File: src/rtl/alu_share_ctrl_pkg.sv
// Shared definitions for the shared mini-ALU controller: opcode encodings
// and the controller FSM state type.
package alu_share_ctrl_pkg;

  localparam logic [2:0] OP_AND  = 3'b000;
  localparam logic [2:0] OP_OR   = 3'b001;
  localparam logic [2:0] OP_XOR  = 3'b010;
  localparam logic [2:0] OP_XNOR = 3'b011;
  localparam logic [2:0] OP_NAND = 3'b100;
  localparam logic [2:0] OP_NOR  = 3'b101;
  localparam logic [2:0] OP_NOTA = 3'b110;
  localparam logic [2:0] OP_ADD  = 3'b111;

  typedef enum logic [1:0] {
    ST_IDLE = 2'b00,
    ST_EXEC = 2'b01,
    ST_RESP = 2'b10
  } state_t;

endpackage

File: src/rtl/alu_core.sv
// Combinational mini-ALU: bitwise ops plus an unsigned add with carry-out.
// Carry is only meaningful for ADD and is forced low for every other op.
module alu_core
  import alu_share_ctrl_pkg::*;
#(
  parameter int WIDTH = 6,
  parameter int OPW   = 3
) (
  input  logic [OPW-1:0]   op,
  input  logic [WIDTH-1:0] a,
  input  logic [WIDTH-1:0] b,
  output logic [WIDTH-1:0] y,
  output logic             carry
);

  logic [WIDTH:0] sum;

  always_comb begin
    sum   = {1'b0, a} + {1'b0, b};
    y     = '0;
    carry = 1'b0;
    case (op)
      OP_AND:  y = a & b;
      OP_OR:   y = a | b;
      OP_XOR:  y = a ^ b;
      OP_XNOR: y = a ~^ b;
      OP_NAND: y = ~(a & b);
      OP_NOR:  y = ~(a | b);
      OP_NOTA: y = ~a;
      OP_ADD: begin
        y     = sum[WIDTH-1:0];
        carry = sum[WIDTH];
      end
      default: y = '0;
    endcase
  end

endmodule

File: src/rtl/alu_share_ctrl.sv
// Round-robin arbiter/sequencer sharing one mini-ALU between two requesters:
// accept in IDLE, compute in EXEC, hold the tagged result in RESP until taken.
module alu_share_ctrl
  import alu_share_ctrl_pkg::*;
#(
  parameter int WIDTH = 6,
  parameter int OPW   = 3
) (
  input  logic             clk,
  input  logic             rst,
  input  logic             req0_valid,
  output logic             req0_ready,
  input  logic [OPW-1:0]   req0_op,
  input  logic [WIDTH-1:0] req0_a,
  input  logic [WIDTH-1:0] req0_b,
  input  logic             req1_valid,
  output logic             req1_ready,
  input  logic [OPW-1:0]   req1_op,
  input  logic [WIDTH-1:0] req1_a,
  input  logic [WIDTH-1:0] req1_b,
  output logic             rsp_valid,
  input  logic             rsp_ready,
  output logic             rsp_id,
  output logic [WIDTH-1:0] rsp_result,
  output logic             rsp_zero,
  output logic             rsp_carry,
  output logic             busy
);

  state_t           state_q, state_d;
  logic             last_grant;
  logic             grant0, grant1, accept;
  logic [OPW-1:0]   op_p0;
  logic [WIDTH-1:0] a_p0, b_p0;
  logic             id_p0;
  logic [WIDTH-1:0] core_y;
  logic             core_carry;

  // On a tie the requester that did not win last time gets the grant.
  always_comb begin
    grant0 = req0_valid && (!req1_valid || last_grant);
    grant1 = req1_valid && (!req0_valid || !last_grant);
  end

  always_comb begin
    state_d    = state_q;
    req0_ready = 1'b0;
    req1_ready = 1'b0;
    case (state_q)
      ST_IDLE: begin
        req0_ready = grant0 && !rst;
        req1_ready = grant1 && !rst;
        if (grant0 || grant1) state_d = ST_EXEC;
      end
      ST_EXEC: state_d = ST_RESP;
      ST_RESP: if (rsp_ready) state_d = ST_IDLE;
      default: state_d = ST_IDLE;
    endcase
  end

  assign accept = req0_ready || req1_ready;
  assign busy   = (state_q != ST_IDLE);

  always_ff @(posedge clk) begin
    if (rst) begin
      state_q    <= ST_IDLE;
      last_grant <= 1'b1;
      rsp_valid  <= 1'b0;
      rsp_id     <= 1'b0;
      rsp_result <= '0;
      rsp_zero   <= 1'b0;
      rsp_carry  <= 1'b0;
    end else begin
      state_q <= state_d;
      if (accept) last_grant <= grant1;
      // EXEC -> RESP boundary: register the core output into the response.
      if (state_q == ST_EXEC) begin
        rsp_valid  <= 1'b1;
        rsp_id     <= id_p0;
        rsp_result <= core_y;
        rsp_zero   <= (core_y == '0);
        rsp_carry  <= core_carry;
      end else if (state_q == ST_RESP && rsp_ready) begin
        rsp_valid <= 1'b0;
      end
    end
  end

  // IDLE -> EXEC boundary: operands are captured only at the handshake.
  always_ff @(posedge clk) begin
    if (accept) begin
      id_p0 <= grant1;
      op_p0 <= grant1 ? req1_op : req0_op;
      a_p0  <= grant1 ? req1_a  : req0_a;
      b_p0  <= grant1 ? req1_b  : req0_b;
    end
  end

  alu_core #(
    .WIDTH (WIDTH),
    .OPW   (OPW)
  ) u_core (
    .op    (op_p0),
    .a     (a_p0),
    .b     (b_p0),
    .y     (core_y),
    .carry (core_carry)
  );

endmodule

File: config.mk
export PLATFORM = sky130hd
export DESIGN_NAME = alu_share_ctrl
export DESIGN_NICKNAME = d
export VERILOG_FILES = /design/src/rtl/alu_share_ctrl_pkg.sv /design/src/rtl/alu_core.sv /design/src/rtl/alu_share_ctrl.sv
export SDC_FILE = /design/constraint.sdc
export NUM_CORES = 1
export LEC_CHECK = 0
export BUFFER_PORTS_ARGS = -buffer_cell sky130_fd_sc_hd__buf_4
export CAP_MARGIN = 20
export CELL_PAD_IN_SITES_DETAIL_PLACEMENT = 1
export CELL_PAD_IN_SITES_GLOBAL_PLACEMENT = 1
export CORE_MARGIN = 3
export CORE_UTILIZATION = 36
export DETAILED_ROUTE_END_ITERATION = 6
export GPL_ROUTABILITY_DRIVEN = 0
export HOLD_SLACK_MARGIN = 0.03
export PLACE_DENSITY_LB_ADDON = 0.1
export RECOVER_POWER = 50
export SYNTH_ARGS = -nofsm -noshare
export SYNTH_HDL_FRONTEND = slang
export SYNTH_SLANG_ARGS = --single-unit
File: constraint.sdc
create_clock -name clk -period 2.1 [get_ports clk]
set_input_delay 0.105 -clock clk [delete_from_list [all_inputs] [get_ports clk]]
set_output_delay 0.105 -clock clk [all_outputs]
set_load 0.05 [all_outputs]
==> impl_metrics.ini <==
[synth]
synthCells = 207
synthTopCellsByArea = edfxtp_1 (24%), dfxtp_1 (13%), mux2_2 (8.6%), ha_1 (8.3%), a21oi_1 (3.6%)
synth_compound_area_share_pct = 15.66
synth_top_area_share_pct = 24.44
synthSimpleGateAreaFrac_pct = 16.42
ys_seq_area_share_pct = 37.68
muxShareOfSynthArea_pct = 11.78
synth_cell_types = 48
ys_seq_elements = 29
synth_edf_count = 16
synth_top_family_by_area = simple AND/OR/NAND/NOR gates
syn_nets = 256
synth.largest_area_cell = edfxtp_1
syn-cell-area_mm2 = 0.001966
synthAdderAreaFrac_pct = 9.293
yosysWarnings = 0
synthArstFlopShare_pct = 0
syn_avg_cell_area_um2 = 9.496
synth_ff_type = edfxtp_1
synth_xor_area_share_pct = 2.228

[final_layout]
diodes = 0
drive_above_1_share_pct = 41.18
layout_common_cells = buf_4 (74), inv_1 (17), edfxtp_1 (16)
final_util_pct = 54.09
final_common_cell = buf_4
nNetsFinal = 337
syn2layout_area_growth_pct = 43.22

[setup_path]
cp.required_ps = 2300
crit_arrival_ps = 2630
cp-start-kind = flip-flop
path_buf_inv = 3
rrSetupSlack_ps = -320
end_kind = flip-flop
slowest_stage = or4b_4
cp_max_fo = 2
ff2ff_path_depth = 10
max_stage_delay_ps = 490
cp_top_family = simple AND/OR/NAND/NOR gates
worstPathCellList = buf_4 -> inv_1 -> ha_4 -> nor2b_2 -> nor2b_1 -> a221oi_2 -> buf_4 -> nand2_1 -> or4b_4 -> o31ai_2
critPathKind = flip-flop to flip-flop
rr_startpoint = a_p0[0]
path_common_cell = buf_4
r2r-end = rsp_zero

[place]
hpwl_um = 4104
dp_slack_ps = -290.9
io_buffers = 47

[cts]
clkTransAtPathRegs_ps = 70
root_buffer = clkbuf_8
htreeDepth = 2
cts_buffers = 5
clk_latency_ps = 280
cts_tree = done
clockBufferDepth = 2
cts.sink_count = 29

[route]
dr_total_vias = 1791
dr.first_iter.drc_count = 51
drc = 0
wire_per_inst_um = 14.95
wirelength_um = 5367
vias_per_cell = 4.989
dr.pass1.iters = 4
drtAntennaViolNets = 0

[power]
p_per_area_mw_per_mm2 = 719.8
finalPower_mw = 2.027
vdd_ir_drop_max_v = 0.0003332
p_switching_mw = 0.6429
p_comb_share_pct = 35.7
intPower_mw = 1.384
p_clk_share_pct = 30.0
swShare_pct = 31.72
seq_power_share_pct = 34.3
leakage_nw = 1.207

[run_status]
status = complete, but fails checks
violations = setup timing

[sta]
relSlewSlack_pct = 42.95
fmax_mhz = 412.4
fin_setup_tns_ps = -324.6
period_minus_slack_ps = 2425
setup_viol = 1
finalCritPeriodShare_pct = 115.5
fin_worst_skew_ps = 3.904
finalMaxSlewViolations = 0
fin_ws_ps = -324.6
worst-slew-pin-transition_ps = 855.7
hold_violations = 0
rsz0062_at_grt = true

[floorplan]
dieArea_mm2 = 0.006382
fp.dieH_um = 79.89
boundaryPins = 48
initial_core_util_pct = 37.76
core_area_mm2 = 0.005205
fp-row-count = 26
die_width_um = 79.89

[global_route]
antenna_found_initial = 0
grt_use_total_pct = 17.50
grt_pass1_vias = 1967
grt_max_degree = 17
overflow = 0
grt_pass1_wl_um = 8776

[worst_hold_path]
hold_path_end = rsp_result[4]
hold_path_startpoint = rst
hold_depth = 2
min_path_type = primary input to flip-flop

[flow_run]
max_cap_violations = 0
[routing by layer]
layer	global-route usage, %	part of all wire [%]
met1	21.18	43
met2	30.96	53
met3	3.273	3.1
met4	5.743	1.7
met5	0	0
[power by group through the flow]
| stage | logic (mW) | clock network (mW) | registers (mW) |
|---|---|---|---|
| 2_1_floorplan | 0.372 | 0 | 0.761 |
| 3_3_place_gp | 0.688 | 0 | 0.702 |
| 3_5_place_dp | 0.701 | 0 | 0.707 |
| 4_1_cts | 0.720 | 0.622 | 0.694 |
| 5_1_grt | 0.796 | 0.652 | 0.702 |
| 6_report | 0.724 | 0.608 | 0.694 |
[synthesized netlist by cell type (5+ instances only)]
cell type,instances
inv_1,18
edfxtp_1,16
nand2_1,16
mux2_2,15
a21oi_1,14
dfxtp_1,13
ha_1,13
nor2_1,13
o21ai_0,9
nor2b_1,5
nor3_1,5
[repair_timing]
item,in CTS,in global routing
hold buffers,0,0
endpoints found under the setup margin,1,6
setup buffers,3,2
pin swaps,5,8
gates resized for setup,1,13
[layout make-up]
cell class	count	area [um2]
fill	613	2390
multi-input combinational	148	1202
sequential	29	740.7
timing repair buffer	86	600.6
tap	70	87.58
clock buffer	7	86.33
inverter	18	67.56
clock inverter	1	30.03
[stage by stage]
| step | instance area, um2 | hold WS [ps] | cells |
|---|---|---|---|
| 6_report | 2815 | 127.7 | 359 |
| 5_1_grt | 2815 | 124.4 | 359 |
| 4_1_cts | 2795 | 124.4 | 359 |
| 3_5_place_dp | 2653 | 413.0 | 348 |
| 3_3_place_gp | 2653 | 411.5 | 348 |
| 2_1_floorplan | 2011 | 208.6 | 207 |
[sequential cells by signal, indices dropped and copies added (netlist names)]
name	cells
id_p0	1
state_q	2
rsp_valid	1
a_p0	6
op_p0	3
b_p0	6
rsp_result	6
last_grant	1
rsp_carry	1
rsp_id	1
rsp_zero	1
[cell families after synthesis]
| family | Yosys count |
|---|---|
| flops | 29 |
| buf+inv | 30 |
| fa+ha+maj | 14 |
| compound gates | 46 |
| mux | 21 |
| xor+xnor | 5 |
| simple gates | 62 |
[worst max-delay path by stage]
| stage | from | to | depth (start not counted) |
|---|---|---|---|
| after floorplan | a_p0[0] | rsp_zero | 9 |
| after global placement | a_p0[0] | rsp_zero | 9 |
| after detailed placement | a_p0[0] | rsp_zero | 9 |
| after CTS | b_p0[0] | rsp_zero | 9 |
| after global routing | a_p0[0] | rsp_zero | 10 |
| final | a_p0[0] | rsp_zero | 10 |
Power figures use the tool's default switching activity.
